**src/rtl/vga_480p_pkg.sv**
```systemverilog
// ---------------------------------------------------------------------------
// vga_480p_pkg
// Shared constants and types for the 640x480p60 pixel-domain blocks.
//   H_RES / V_RES   : active area size
//   LINE / SCREEN   : last sx / sy value of the full timing raster
//   colr_t          : 12-bit RGB, 4 bits per channel, {R,G,B}
//   PALETTE         : square colours used when colour cycling is compiled in;
//                     entry 0 is the default square colour
// ---------------------------------------------------------------------------
package vga_480p_pkg;

    localparam int H_RES  = 640;
    localparam int V_RES  = 480;
    localparam int LINE   = 799;
    localparam int SCREEN = 524;

    typedef logic [11:0] colr_t;

    // Packed so that PALETTE[i] selects entry i (entry 0 is the rightmost).
    localparam logic [7:0][11:0] PALETTE = {
        12'hF80, 12'h8F0, 12'hFFF, 12'hF0F,
        12'h0CF, 12'h3F3, 12'hF30, 12'hFC0
    };

endpackage

```
**src/rtl/bounce_axis.sv**
```systemverilog
// ---------------------------------------------------------------------------
// bounce_axis
// Position and direction of the square along one screen axis. The position
// moves by SPEED on every unpaused frame strobe and reverses at either edge
// of the active area, clamping exactly onto the edge.
// Ports:
//   i_clk, i_rst : pixel clock, asynchronous active-high reset
//   i_strobe     : one-cycle frame update strobe
//   i_pause      : freezes the axis when high during the strobe
//   o_pos        : current top/left coordinate of the square, 0..RES-SIZE
//   o_flip       : high in the strobe cycle in which the direction reverses
// ---------------------------------------------------------------------------
module bounce_axis #(
    parameter int RES   = 640,
    parameter int SIZE  = 32,
    parameter int SPEED = 1
) (
    input  logic       i_clk,
    input  logic       i_rst,
    input  logic       i_strobe,
    input  logic       i_pause,
    output logic [9:0] o_pos,
    output logic       o_flip
);
    // Limits held at 11 bits so that subtracting SPEED never underflows.
    localparam logic [10:0] P_MAX = 11'(RES - SIZE);
    localparam logic [10:0] P_HI  = 11'(RES - SIZE - SPEED);
    localparam logic [10:0] P_SPD = 11'(SPEED);

    logic [9:0]  r_pos;
    logic        r_dir_pos;   // 1 = moving towards higher coordinates
    logic [10:0] w_pos;
    logic        w_step;
    logic        w_hit;

    assign w_pos  = {1'b0, r_pos};
    assign w_step = i_strobe & ~i_pause;
    // The next step would reach or pass the edge in the current direction.
    assign w_hit  = r_dir_pos ? (w_pos >= P_HI) : (w_pos <= P_SPD);
    assign o_flip = w_step & w_hit;
    assign o_pos  = r_pos;

    always_ff @(posedge i_clk or posedge i_rst) begin
        if (i_rst) begin
            r_pos     <= '0;
            r_dir_pos <= 1'b1;
        end else if (w_step) begin
            if (r_dir_pos) begin
                if (w_hit) begin
                    r_pos     <= P_MAX[9:0];
                    r_dir_pos <= 1'b0;
                end else begin
                    r_pos <= 10'(w_pos + P_SPD);
                end
            end else begin
                if (w_hit) begin
                    r_pos     <= '0;
                    r_dir_pos <= 1'b1;
                end else begin
                    r_pos <= 10'(w_pos - P_SPD);
                end
            end
        end
    end

endmodule

```
**src/rtl/bounce_square_480p.sv**
```systemverilog
// ---------------------------------------------------------------------------
// bounce_square_480p
// Pixel stage after the 640x480p60 timing generator: draws a solid square on
// a background colour and moves it once per frame, bouncing off the edges.
// Every output field has a latency of exactly 2 pixel clocks from the inputs.
// Build option: define BOUNCE_COLOUR_CYCLE_EN to step the square colour
// through PALETTE on every bounce; otherwise the square is always SQ_COLR.
// Ports:
//   clk_pix, rst_pix            : pixel clock, asynchronous active-high reset
//   sx, sy                      : screen position from the timing generator
//   hsync_in, vsync_in, de_in   : generator syncs (active low) and data enable
//   pause                       : freezes the animation, sampled at the strobe
//   vga_r, vga_g, vga_b         : registered 4:4:4 colour, 0 in blanking
//   vga_hsync, vga_vsync, vga_de: syncs and de delayed to match the colour
//   frame_cnt                   : number of completed frame updates, wraps
// ---------------------------------------------------------------------------
module bounce_square_480p #(
    parameter int          H_RES   = vga_480p_pkg::H_RES,
    parameter int          V_RES   = vga_480p_pkg::V_RES,
    parameter int          SQ_SIZE = 32,
    parameter int          SPEED   = 1,
    parameter logic [11:0] BG_COLR = 12'h137,
    parameter logic [11:0] SQ_COLR = 12'hFC0
) (
    input  logic        clk_pix,
    input  logic        rst_pix,
    input  logic [9:0]  sx,
    input  logic [9:0]  sy,
    input  logic        hsync_in,
    input  logic        vsync_in,
    input  logic        de_in,
    input  logic        pause,
    output logic [3:0]  vga_r,
    output logic [3:0]  vga_g,
    output logic [3:0]  vga_b,
    output logic        vga_hsync,
    output logic        vga_vsync,
    output logic        vga_de,
    output logic [15:0] frame_cnt
);
    import vga_480p_pkg::*;

    logic        w_strobe;
    logic [9:0]  w_qx;
    logic [9:0]  w_qy;
    logic        w_flip_x;
    logic        w_flip_y;
    logic        w_in_sq;
    colr_t       w_sq_colr;

    logic        r_in_sq_s1;
    logic        r_de_s1;
    logic        r_hs_s1;
    logic        r_vs_s1;
    colr_t       r_colr;
    logic        r_hs_s2;
    logic        r_vs_s2;
    logic        r_de_s2;
    logic [15:0] r_frame_cnt;

    // First pixel of the first blanking line: once per frame, never while
    // the square can be on screen, so position changes cannot tear.
    assign w_strobe = (sx == 10'd0) && (sy == 10'(V_RES));

    bounce_axis #(.RES(H_RES), .SIZE(SQ_SIZE), .SPEED(SPEED)) u_axis_x (
        .i_clk    (clk_pix),
        .i_rst    (rst_pix),
        .i_strobe (w_strobe),
        .i_pause  (pause),
        .o_pos    (w_qx),
        .o_flip   (w_flip_x)
    );

    bounce_axis #(.RES(V_RES), .SIZE(SQ_SIZE), .SPEED(SPEED)) u_axis_y (
        .i_clk    (clk_pix),
        .i_rst    (rst_pix),
        .i_strobe (w_strobe),
        .i_pause  (pause),
        .o_pos    (w_qy),
        .o_flip   (w_flip_y)
    );

    // 11-bit compare so qx+SQ_SIZE cannot wrap at the right/bottom edge.
    assign w_in_sq = ({1'b0, sx} >= {1'b0, w_qx}) &&
                     ({1'b0, sx} <  ({1'b0, w_qx} + 11'(SQ_SIZE))) &&
                     ({1'b0, sy} >= {1'b0, w_qy}) &&
                     ({1'b0, sy} <  ({1'b0, w_qy} + 11'(SQ_SIZE)));

`ifdef BOUNCE_COLOUR_CYCLE_EN
    logic [2:0] r_colr_idx;

    // A corner hit flips both axes but counts as a single bounce.
    always_ff @(posedge clk_pix or posedge rst_pix) begin
        if (rst_pix) begin
            r_colr_idx <= '0;
        end else if (w_flip_x | w_flip_y) begin
            r_colr_idx <= r_colr_idx + 3'd1;
        end
    end

    assign w_sq_colr = (r_colr_idx == 3'd0) ? SQ_COLR : PALETTE[r_colr_idx];
`else
    logic w_unused_flip;
    assign w_unused_flip = w_flip_x | w_flip_y;
    assign w_sq_colr     = SQ_COLR;
`endif

    always_ff @(posedge clk_pix or posedge rst_pix) begin
        if (rst_pix) begin
            r_frame_cnt <= '0;
        end else if (w_strobe && !pause) begin
            r_frame_cnt <= r_frame_cnt + 16'd1;
        end
    end

    // Two-stage pixel pipeline: stage 1 decides coverage, stage 2 colour.
    always_ff @(posedge clk_pix or posedge rst_pix) begin
        if (rst_pix) begin
            r_in_sq_s1 <= 1'b0;
            r_de_s1    <= 1'b0;
            r_hs_s1    <= 1'b1;
            r_vs_s1    <= 1'b1;
            r_colr     <= '0;
            r_hs_s2    <= 1'b1;
            r_vs_s2    <= 1'b1;
            r_de_s2    <= 1'b0;
        end else begin
            r_in_sq_s1 <= w_in_sq;
            r_de_s1    <= de_in;
            r_hs_s1    <= hsync_in;
            r_vs_s1    <= vsync_in;
            r_colr     <= r_de_s1 ? (r_in_sq_s1 ? w_sq_colr : BG_COLR) : '0;
            r_hs_s2    <= r_hs_s1;
            r_vs_s2    <= r_vs_s1;
            r_de_s2    <= r_de_s1;
        end
    end

    assign vga_r     = r_colr[11:8];
    assign vga_g     = r_colr[7:4];
    assign vga_b     = r_colr[3:0];
    assign vga_hsync = r_hs_s2;
    assign vga_vsync = r_vs_s2;
    assign vga_de    = r_de_s2;
    assign frame_cnt = r_frame_cnt;

endmodule

```
**config.mk**
```make
export PLATFORM = sky130hd
export DESIGN_NAME = bounce_square_480p
export DESIGN_NICKNAME = d
export VERILOG_FILES = /design/src/rtl/vga_480p_pkg.sv /design/src/rtl/bounce_axis.sv /design/src/rtl/bounce_square_480p.sv
export SDC_FILE = /design/constraint.sdc
export NUM_CORES = 1
export LEC_CHECK = 0
export BUFFER_PORTS_ARGS = -buffer_cell sky130_fd_sc_hd__buf_4
export CAP_MARGIN = 20
export CORE_MARGIN = 2
export CORE_UTILIZATION = 50
export DETAILED_ROUTE_END_ITERATION = 16
export HOLD_SLACK_MARGIN = 0.03
export MAX_ROUTING_LAYER = met4
export PLACE_DENSITY = 0.72
export SLEW_MARGIN = 5
export SYNTH_ARGS = -nofsm -noshare
export SYNTH_HDL_FRONTEND = slang
export SYNTH_SLANG_ARGS = --single-unit
```
**constraint.sdc**
```tcl
create_clock -name clk_pix -period 2.35 [get_ports clk_pix]
set_clock_uncertainty 0.1 [all_clocks]
set_input_delay 0.705 -clock clk_pix [delete_from_list [all_inputs] [get_ports clk_pix]]
set_output_delay 0.705 -clock clk_pix [all_outputs]
set_load 0.01 [all_outputs]
```
## Word-level counts from Yosys, hierarchy flattened

Index checks and enable logic that the tools add are counted.

| storage, ports and cells | value |
|---|---|
| input bits | 26 |
| output and inout bits | 31 |
| bits in registers | 57 |
| word-level logic and storage cells | 54 |

| operators by class | value |
|---|---|
| $add $sub $neg | 7 |
| reduce and logical (&&, ||, !) cells | 7 |
| order comparisons | 8 |
| equality and inequality tests | 1 |
| muxes and demuxes | 16 |
| bitwise logic cells | 2 |

Operators by type and width:

| operator | number |
|---|---|
| $mux 10 | 6 |
| $mux 12 | 2 |
| $add 10x6->11 const B | 2 |
| $lt 10x11->1 | 2 |
| $add 10x1->10 const B | 2 |
| $ge 10x10->1 | 2 |
| $le 10x1->1 const B | 2 |
| $sub 10x1->10 const B | 2 |
| $add 16x1->16 const B | 1 |
| $eq 10x9->1 const B | 1 |
| $ge 10x10->1 const B | 1 |
| $ge 10x9->1 const B | 1 |
| $logic_not 10->1 | 1 |
| $mux 1 | 8 |
| $logic_and 1x1->1 | 5 |
| $and 1x1->1 | 1 |
| $logic_not 1->1 | 1 |
| $not 1->1 | 1 |

## Depth between registers and ports, before layout

Gate-level depths: netlist (run 1).

| depth | value |
|---|---|
| depth after elaboration | 5 |
| mapped depth | 10 |
| mapped depth without buffers | 9 |

## Modules after synthesis

Synthesis (run 1) repeated with hierarchy kept, for this count alone.

| unflattened totals | value |
|---|---|
| cell total of the unflattened synthesis | 457 |
| area total of the unflattened synthesis | 4145.2 um2 |

By module, submodules not included:

| module | cells an instance | times used | area an instance (um2) | seq. area each (um2) |
|---|---|---|---|---|
| bounce_square_480p | 208 | 1 | 2042.0 | 630.6 |
| bounce_axis at u_axis_x | 132 | 1 | 1138.6 | 276.5 |
| bounce_axis at u_axis_y | 117 | 1 | 964.7 | 276.5 |

## Worst setup path before layout (run 1)

Ideal clock, no wire load.

| timing | value |
|---|---|
| path kind | register to register |
| from | register u_axis_x.r_pos[6] (netlist: u_axis_x.o_pos[6]) |
| to | register r_in_sq_s1 |
| arrival time | 1.980 ns |
| stages on the path, launching flop included | 10 |
| setup slack | 0.201 ns |
| setup time | 0.068 ns |
| clock period less this slack | 2.149 ns |
| path buffers | 0 |
| data required time | 2.182 ns |
| path through | dfrtp_1 -> inv_2 -> nor3_2 -> xnor2_1 -> ha_1 -> a21o_1 -> a21oi_1 -> o22ai_1 -> a2111oi_0 -> and4_1 |

| on the way | value |
|---|---|
| cells in the longest elaborated chain, start to end | 5 |
| elaborated cells between the ends (all ways) | 6 |
| classes of those cells | add/sub: 1; order compare: 2; reduce/logical: 3 |

Ends and longest elaborated chain:

| item | line | source |
|---|---|---|
| start: declaration | bounce_axis.sv:30 | `logic [9:0] r_pos;` |
| start signal: assignment | bounce_axis.sv:50 | `r_pos <= P_MAX[9:0];` |
| start signal: assignment | bounce_axis.sv:53 | `r_pos <= 10'(w_pos + P_SPD);` |
| start signal: assignment | bounce_axis.sv:60 | `r_pos <= 10'(w_pos - P_SPD);` |
| $add 10x6->11 | bounce_square_480p.sv:85 | `({1'b0, sx} < ({1'b0, w_qx} + 11'(SQ_SIZE))) &&` |
| $lt 10x11->1 | bounce_square_480p.sv:85 |  |
| $logic_and 1x1->1 * | bounce_square_480p.sv:84 | `assign w_in_sq = ({1'b0, sx} >= {1'b0, w_qx}) &&` |
| $logic_and 1x1->1 * | bounce_square_480p.sv:85 |  |
| $logic_and 1x1->1 * | bounce_square_480p.sv:86 | `({1'b0, sy} >= {1'b0, w_qy}) &&` |
| named net w_in_sq | bounce_square_480p.sv:48 | `logic w_in_sq;` |
| end signal: assignment | bounce_square_480p.sv:128 | `r_in_sq_s1 <= w_in_sq;` |
| end: declaration | bounce_square_480p.sv:51 | `logic r_in_sq_s1;` |

Mark *: on every way through the listed nets, which the timed path passes. The rest lies on a longest branch.
A chain may end at the register's enable or synchronous reset.

## Worst setup path in the final report (run 1)

| timing | value |
|---|---|
| from | register u_axis_x.r_pos[0] (netlist: u_axis_x.o_pos[0]) |
| to | register u_axis_x.r_pos[7] (netlist: u_axis_x.o_pos[7]) |

| on the way | value |
|---|---|
| cells in the longest elaborated chain, start to end | 4 |
| elaborated cells between the ends (all ways) | 8 |
| classes of those cells | add/sub: 2; order compare: 2; mux: 4 |

Ends and longest elaborated chain:

| item | line | source |
|---|---|---|
| $le 10x1->1 or $ge 10x10->1 (tied branches) | bounce_axis.sv:39 | `assign w_hit = r_dir_pos ? (w_pos >= P_HI) : (w_pos <= P_SPD);` |
| $mux 1 | bounce_axis.sv:39 |  |
| $mux 10 (on tied branches) | bounce_axis.sv:56, bounce_axis.sv:49 |  |
| $mux 10 * | bounce_axis.sv:48 | `if (r_dir_pos) begin` |

Mark *: on every way between the ends. The rest lies on a longest branch, timed or not.

==> results.sh, run 1 <==
export IMPL_status="complete, no violations"
export IMPL_grt_pass1_wl_um=15300
export IMPL_netlist_cell_type_count=60
export IMPL_synthFlopType="dfrtp_1"
export IMPL_max_freq_mhz=449
export IMPL_htreeDepth=2
export IMPL_power_density_nw_per_um2=338
export IMPL_yosysSeqAreaShare_pct=32.7
export IMPL_fin_crit_sh_pct=94.8
export IMPL_hold_ws_ns=0.195
export IMPL_critical_path_class="flop to flop"
export IMPL_power_mw=1.52
export IMPL_placedCellCount=573
export IMPL_netlist_area_um2=3620
export IMPL_seq_area_um2=1190
export IMPL_diodes=0
export IMPL_vdd_drop_max_v=0.000238
export IMPL_start_kind="flop"
export IMPL_clock_latency_ns=0.30
export IMPL_drv_cap=0
export IMPL_drc=0
export IMPL_synth_top_area_cell="dfrtp_1"
export IMPL_nets=548
export IMPL_dr_pass1_iters=5
export IMPL_drive_gt1_share_pct=28.8
export IMPL_worst_slew_pin_slew_ns=0.509
export IMPL_io_pins=57
export IMPL_nFillCells=659
export IMPL_grt_overflow_total=0
export IMPL_design_core_area_um2=7140
export IMPL_avgViaCountPerCell=5.71
export IMPL_grt_pass1_vias=3134
export IMPL_netlist_top_cells_area="dfrtp_1, ha_1, xnor2_1"
export IMPL_syn_inst=405
export IMPL_multi_input_area_um2=2240
export IMPL_postLayoutCoreUtil_pct=63.1
export IMPL_die_w_um=89.1
export IMPL_die_h_um=89.1
export IMPL_stdcell_count=581
export IMPL_relSlewSlack_pct=65.8
export IMPL_netlist_area_leader_share_pct=28.3
export IMPL_cts_hold_buffers_added=0
export IMPL_post_route_min_period_ns=2.23
export IMPL_hold_class="primary input to async pin"
export IMPL_path_max_fanout=6
export IMPL_setup_violations=0
export IMPL_grt_max_degree=25
export IMPL_hold_viol_final=0
export IMPL_final_antenna_net_count=0
export IMPL_cp_arrival_ns=2.35
export IMPL_synth_avg_cell_area_um2=8.94
export IMPL_required_ns=2.48
export IMPL_cts_root_buf="clkbuf_8"
export IMPL_antenna_found_initial=0
export IMPL_leakage_nw=2.11
export IMPL_routed_wl_um=9030
export IMPL_routedWlPerCell_um=15.5
export IMPL_end_kind="flop"
export IMPL_clock_sinks=47
export IMPL_gp_congestion=1.00
export IMPL_worst_setup_hold_path_clk_slew_ns=0.10
export IMPL_synth_edf_count=0
export IMPL_clk_path_buf_depth=2
export IMPL_dieArea_um2=7940
export IMPL_portBuffers=55
export IMPL_dr_total_vias=3319
export IMPL_syn_nets=472
export IMPL_numCtsBuffers=5
export IMPL_areaGrowthSynthToFinish_pct=24.4
export IMPL_maxSlewViolCount=0
export IMPL_yosys_warnings=0
export IMPL_ys_ff_latch=47
export IMPL_hpwl_um=6990
export IMPL_first_iter_violations=184
export IMPL_grtUsageTotal_pct=25.1
export IMPL_cts_tree="done"
export IMPL_start_util_pct=50.7
export IMPL_num_rows=31
export IMPL_async_reset_ff_share_pct=100
export IMPL_rsz0062_at_grt="true"
==> cell families (layout without fill, tap and decap cells) <==
family                     count (synthesis)  after routing  synth area share, %
and+or+nand+nor                          127            127                 19.2
AOI/OAI and AO/OA                        113            113                 21.2
buffers and inverters                     53            130                 7.05
DFF                                       47             47                 32.7
adders and majority gates                 41             41                 14.2
xor gates and xnor gates                  23             23                 5.56
other                                      1              1                0.104
==> through the flow <==
stage / worst slack (ns) / TNS (ns) / cell area (um^2)
global route: -0.0141 / -0.0141 / 4500
finish: 0.123 / 0 / 4500
floorplan: 0.201 / 0 / 3620
CTS: 0.0192 / 0 / 4450
global placement: -0.230 / -5.82 / 4350
detailed placement: -0.289 / -6.33 / 4350
==> layer usage <==
metal | part of all wire, % | wire length, um | global-route usage [%] | up-vias
li1 | - | - | - | 1648
met1 | 45 | 4100 | 34.2 | 1575
met2 | 50 | 4530 | 40.6 | 90
met3 | 3.6 | 328 | 3.69 | 6
met4 | 0.78 | 70 | 3.93 | 0
met5 | 0 | 0 | - | -
==> registers in the layout, indices dropped and copies added (netlist names) <==
| signal | cells |
|---|---|
| frame_cnt | 16 |
| r_de_s1 | 1 |
| u_axis_y.r_dir_pos | 1 |
| r_colr | 3 |
| r_hs_s1 | 1 |
| vga_hsync | 1 |
| u_axis_x.o_pos | 10 |
| u_axis_x.r_dir_pos | 1 |
| r_vs_s1 | 1 |
| vga_vsync | 1 |
| u_axis_y.o_pos | 10 |
| r_in_sq_s1 | 1 |
==> synth_stat cells, types with 9 or more instances <==
cell type  number
dfrtp_1        41
ha_1           41
nand2_1        32
xnor2_1        22
a21oi_1        18
nor2_1         18
inv_1          17
nand3_1        16
o21ai_1        14
buf_4          12
o22ai_1        12
and3_1         10
nand4_1        10
o21ai_0        10
buf_2           9
o31ai_1         9
==> layout by cell type, fill, tap and decap left out, types with 5 or more instances in the layout <==
master	count
a21oi_1	16
dfstp_2	6
inv_2	10
nand4_1	10
buf_4	92
o22ai_1	12
ha_1	41
o21ai_1	13
a211oi_1	6
inv_1	16
a21o_1	8
xnor2_1	22
and3_1	10
o31ai_1	9
nor2_1	18
nor4_1	5
nand2_1	32
o21ai_0	10
nand3_1	16
clkbuf_8	6
nor3_1	7
dfrtp_1	39
==> critical path, cell delays in order, from the launching register on <==
cell and delay (ns):
dfrtp_1 0.48, ha_1 0.30, and4_4 0.23, or3_1 0.36, o21a_1 0.27, o22ai_1 0.16
a21oi_1 0.09, a41oi_1 0.17
==> where the power goes <==
group	switching [mW]	leakage, nW	internal (mW)
registers	0.00393	0.599	0.818
logic	0.0795	1.46	0.0883
clock network	0.291	0.0474	0.241
==> worst paths after layout <==
check / from / endpoint / slack (ns) / cells past startpoint
max in group asynchronous: rst_pix / u_axis_x.o_pos[5]$_DFFE_PP0P_ / 1.48 / 3
min: rst_pix / frame_cnt[3]$_DFFE_PP0P_ / 0.19 / 2
max: u_axis_x.o_pos[0]$_DFFE_PP0P_ / u_axis_x.o_pos[7]$_DFFE_PP0P_ / 0.12 / 7
max reg2reg: u_axis_x.o_pos[0]$_DFFE_PP0P_ / u_axis_x.o_pos[7]$_DFFE_PP0P_ / 0.12 / 7
min reg2reg: r_hs_s1$_DFF_PP1_ / vga_hsync$_DFF_PP1_ / 0.26 / 0
min in group clk_pix: r_hs_s1$_DFF_PP1_ / vga_hsync$_DFF_PP1_ / 0.26 / 0
==> cell type report <==
type                            instances  share of cell area (%)
Timing Repair Buffer                   95                    16.7
Multi-Input combinational cell        305                    49.8
Sequential cell                        47                    26.3
Clock buffer                            6                    1.83
Inverter                               27                    2.25
Tap cell                               99                    2.75
Clock inverter                          2                   0.361
==> repair_timing <==
| item | 4_1_cts | 5_1_grt |
|---|---|---|
| setup buffers | 0 | 0 |
| setup endpoints to repair | 0 | 16 |
| gates resized for setup | 0 | 14 |
Note: power is estimated with default switching activity, not from simulation.
==> run 2, diff against run 1 <==
--- a/config.mk
+++ b/config.mk
@@ -6,12 +6,12 @@
 export NUM_CORES = 1
 export LEC_CHECK = 0
-export BUFFER_PORTS_ARGS = -buffer_cell sky130_fd_sc_hd__buf_4
 export CAP_MARGIN = 20
 export CORE_MARGIN = 2
 export CORE_UTILIZATION = 50
 export DETAILED_ROUTE_END_ITERATION = 16
+export DONT_BUFFER_PORTS = 1
 export HOLD_SLACK_MARGIN = 0.03
 export MAX_ROUTING_LAYER = met4
-export PLACE_DENSITY = 0.72
+export PLACE_DENSITY = 0.68
 export SLEW_MARGIN = 5
 export SYNTH_ARGS = -nofsm -noshare
==> constraint.sdc (replaced) <==
create_clock -name clk_pix -period 1.9 [get_ports clk_pix]
set_clock_uncertainty 0.1 [all_clocks]
set_input_delay 0.57 -clock clk_pix [delete_from_list [all_inputs] [get_ports clk_pix]]
set_output_delay 0.57 -clock clk_pix [all_outputs]
set_load 0.1 [all_outputs]
==> results.sh, run 2 (synthesis results as in run 1) <==
export IMPL_status="finished with violations"
export IMPL_violations="setup timing"
export IMPL_grtUsageTotal_pct=27.3
export IMPL_dr_total_vias=3540
export IMPL_power_density_nw_per_um2=390
export IMPL_numCtsBuffers=5
export IMPL_path_cells="inv_2 -> nor3_4 -> xnor2_1 -> ha_1 -> a21o_1 -> a21oi_2 -> o22ai_2 -> a2111oi_2 -> and4_1"
export IMPL_routed_wl_um=10800
export IMPL_dr_pass1_iters=5
export IMPL_postLayoutCellArea_um2=5220
export IMPL_die_w_um=89.1
export IMPL_gp_congestion=0.927
export IMPL_rsz0062_at_grt="true"
export IMPL_nFillCells=523
export IMPL_htreeDepth=2
export IMPL_setup_tns_ns=-1.66
export IMPL_areaGrowthSynthToFinish_pct=44.2
export IMPL_required_ns=2.06
export IMPL_start_util_pct=50.7
export IMPL_clock_latency_ns=0.31
export IMPL_grt_pass1_wl_um=16500
export IMPL_met3_length_um=478
export IMPL_fin_ws_ns=-0.215
export IMPL_nets=569
export IMPL_drive_gt1_share_pct=46.1
export IMPL_worst_setup_hold_path_clk_slew_ns=0.11
export IMPL_leakage_nw=2.30
export IMPL_final_common_cell="buf_4"
export IMPL_antenna_found_initial=0
export IMPL_grt_overflow_total=0
export IMPL_routedWlPerCell_um=18.0
export IMPL_path_buf_inv=1
export IMPL_vdd_drop_max_v=0.000385
export IMPL_design_core_area_um2=7140
export IMPL_cts_tree="done"
export IMPL_cts_root_buf="clkbuf_8"
export IMPL_cpPeakStageDelay_ns=0.42
export IMPL_start_kind="flop"
export IMPL_wl_met1_um=4510
export IMPL_clock_sinks=47
export IMPL_pre_cts_ws_ns=-0.359
export IMPL_drc=0
export IMPL_route_met2_wl_um=5700
export IMPL_cp_arrival_ns=2.27
export IMPL_cpLargestDelayFamily="compound AO/OA/AOI/OAI gates"
export IMPL_clk_path_buf_depth=2
export IMPL_grt_max_degree=34
export IMPL_place_area_um2=4580
export IMPL_crit_path_top_delay_cell="dfrtp_2"
export IMPL_diodes=0
export IMPL_hold_viol_final=0
export IMPL_hold_ws_ns=0.155
export IMPL_grt_pass1_vias=3474
export IMPL_critical_path_class="flop to flop"
export IMPL_drv_cap=0
export IMPL_final_antenna_net_count=0
export IMPL_dieArea_um2=7940
export IMPL_stdcell_count=602
export IMPL_hold_class="primary input to flop"
export IMPL_setup_violations=16
export IMPL_final_cell_mix="buf_4, ha_1, nand2_1"
export IMPL_die_h_um=89.1
export IMPL_placedCellCount=578
export IMPL_post_route_min_period_ns=2.12
export IMPL_top_layer_used="met4"
export IMPL_num_rows=31
export IMPL_max_freq_mhz=473
export IMPL_path_max_fanout=3
export IMPL_maxSlewViolCount=0
export IMPL_power_mw=2.03
export IMPL_hpwl_um=7730
export IMPL_end_kind="flop"
export IMPL_largest_reg_flops=16
export IMPL_io_pins=57
export IMPL_portBuffers=0
export IMPL_postLayoutCoreUtil_pct=73.2
export IMPL_fin_crit_sh_pct=111
export IMPL_avgViaCountPerCell=5.88
export IMPL_first_iter_violations=201
## run 2: cell count changes in the layout (fill, tap and decap cells not counted), moves of 6 or more
cell / delta
buf_4: +6
dfrtp_2: +15
dfrtp_1: -20
ha_1: -6
buf_6: +11
ha_4: +6
## run 2: layout make-up
type	count	area, um^2	area share [%]
Multi-Input combinational cell	305	2650	50.7
Sequential cell	47	1220	23.4
Timing Repair Buffer	116	1000	19.2
Tap cell	99	124	2.37
Inverter	27	106	2.04
Clock buffer	5	68.8	1.32
Clock inverter	3	46.3	0.887
## run 2: what timing repair did
action                                 CTS  global route
pin swaps                               17            32
hold buffers                             1             0
setup buffers                            1            15
gates resized for setup                 36            50
endpoints found under the hold margin   10             0
setup endpoints to repair               19            34
## run 2: power by group
group	total [mW]	leakage (nW)	switching, mW	internal (mW)
clock	0.772	0.0548	0.375	0.397
combinational	0.228	1.68	0.158	0.0701
sequential	1.03	0.569	0.0217	1.01
## run 2: per-layer routing
| metal | vias to the layer above | global-route usage [%] |
|---|---|---|
| met5 | - | - |
| met4 | 0 | 7.87 |
| met3 | 16 | 3.60 |
| met2 | 106 | 46.1 |
| met1 | 1731 | 34.3 |
| li1 | 1687 | - |
## run 2: path summary, 6_finish.rpt
| path | end | slack, ns | depth (start not counted) | startpoint |
|---|---|---|---|---|
| min reg2reg | vga_hsync$_DFF_PP1_ | 0.26 | 0 | r_hs_s1$_DFF_PP1_ |
| max | r_in_sq_s1$_DFF_PP0_ | -0.22 | 9 | u_axis_y.o_pos[6]$_DFFE_PP0P_ |
| max in group asynchronous | u_axis_x.r_dir_pos$_DFFE_PP1P_ | 0.55 | 3 | rst_pix |
| min | r_hs_s1$_DFF_PP1_ | 0.15 | 0 | hsync_in |
| max reg2reg | r_in_sq_s1$_DFF_PP0_ | -0.22 | 9 | u_axis_y.o_pos[6]$_DFFE_PP0P_ |
| min in group asynchronous | u_axis_y.o_pos[7]$_DFFE_PP0P_ | 0.57 | 2 | rst_pix |
## run 2: worst register-to-register path, stage by stage, from the launching register on
cell,delay (ns)
dfrtp_2,0.42
inv_2,0.06
nor3_4,0.19
xnor2_1,0.14
ha_1,0.26
a21o_1,0.18
a21oi_2,0.17
o22ai_2,0.09
a2111oi_2,0.21
and4_1,0.23
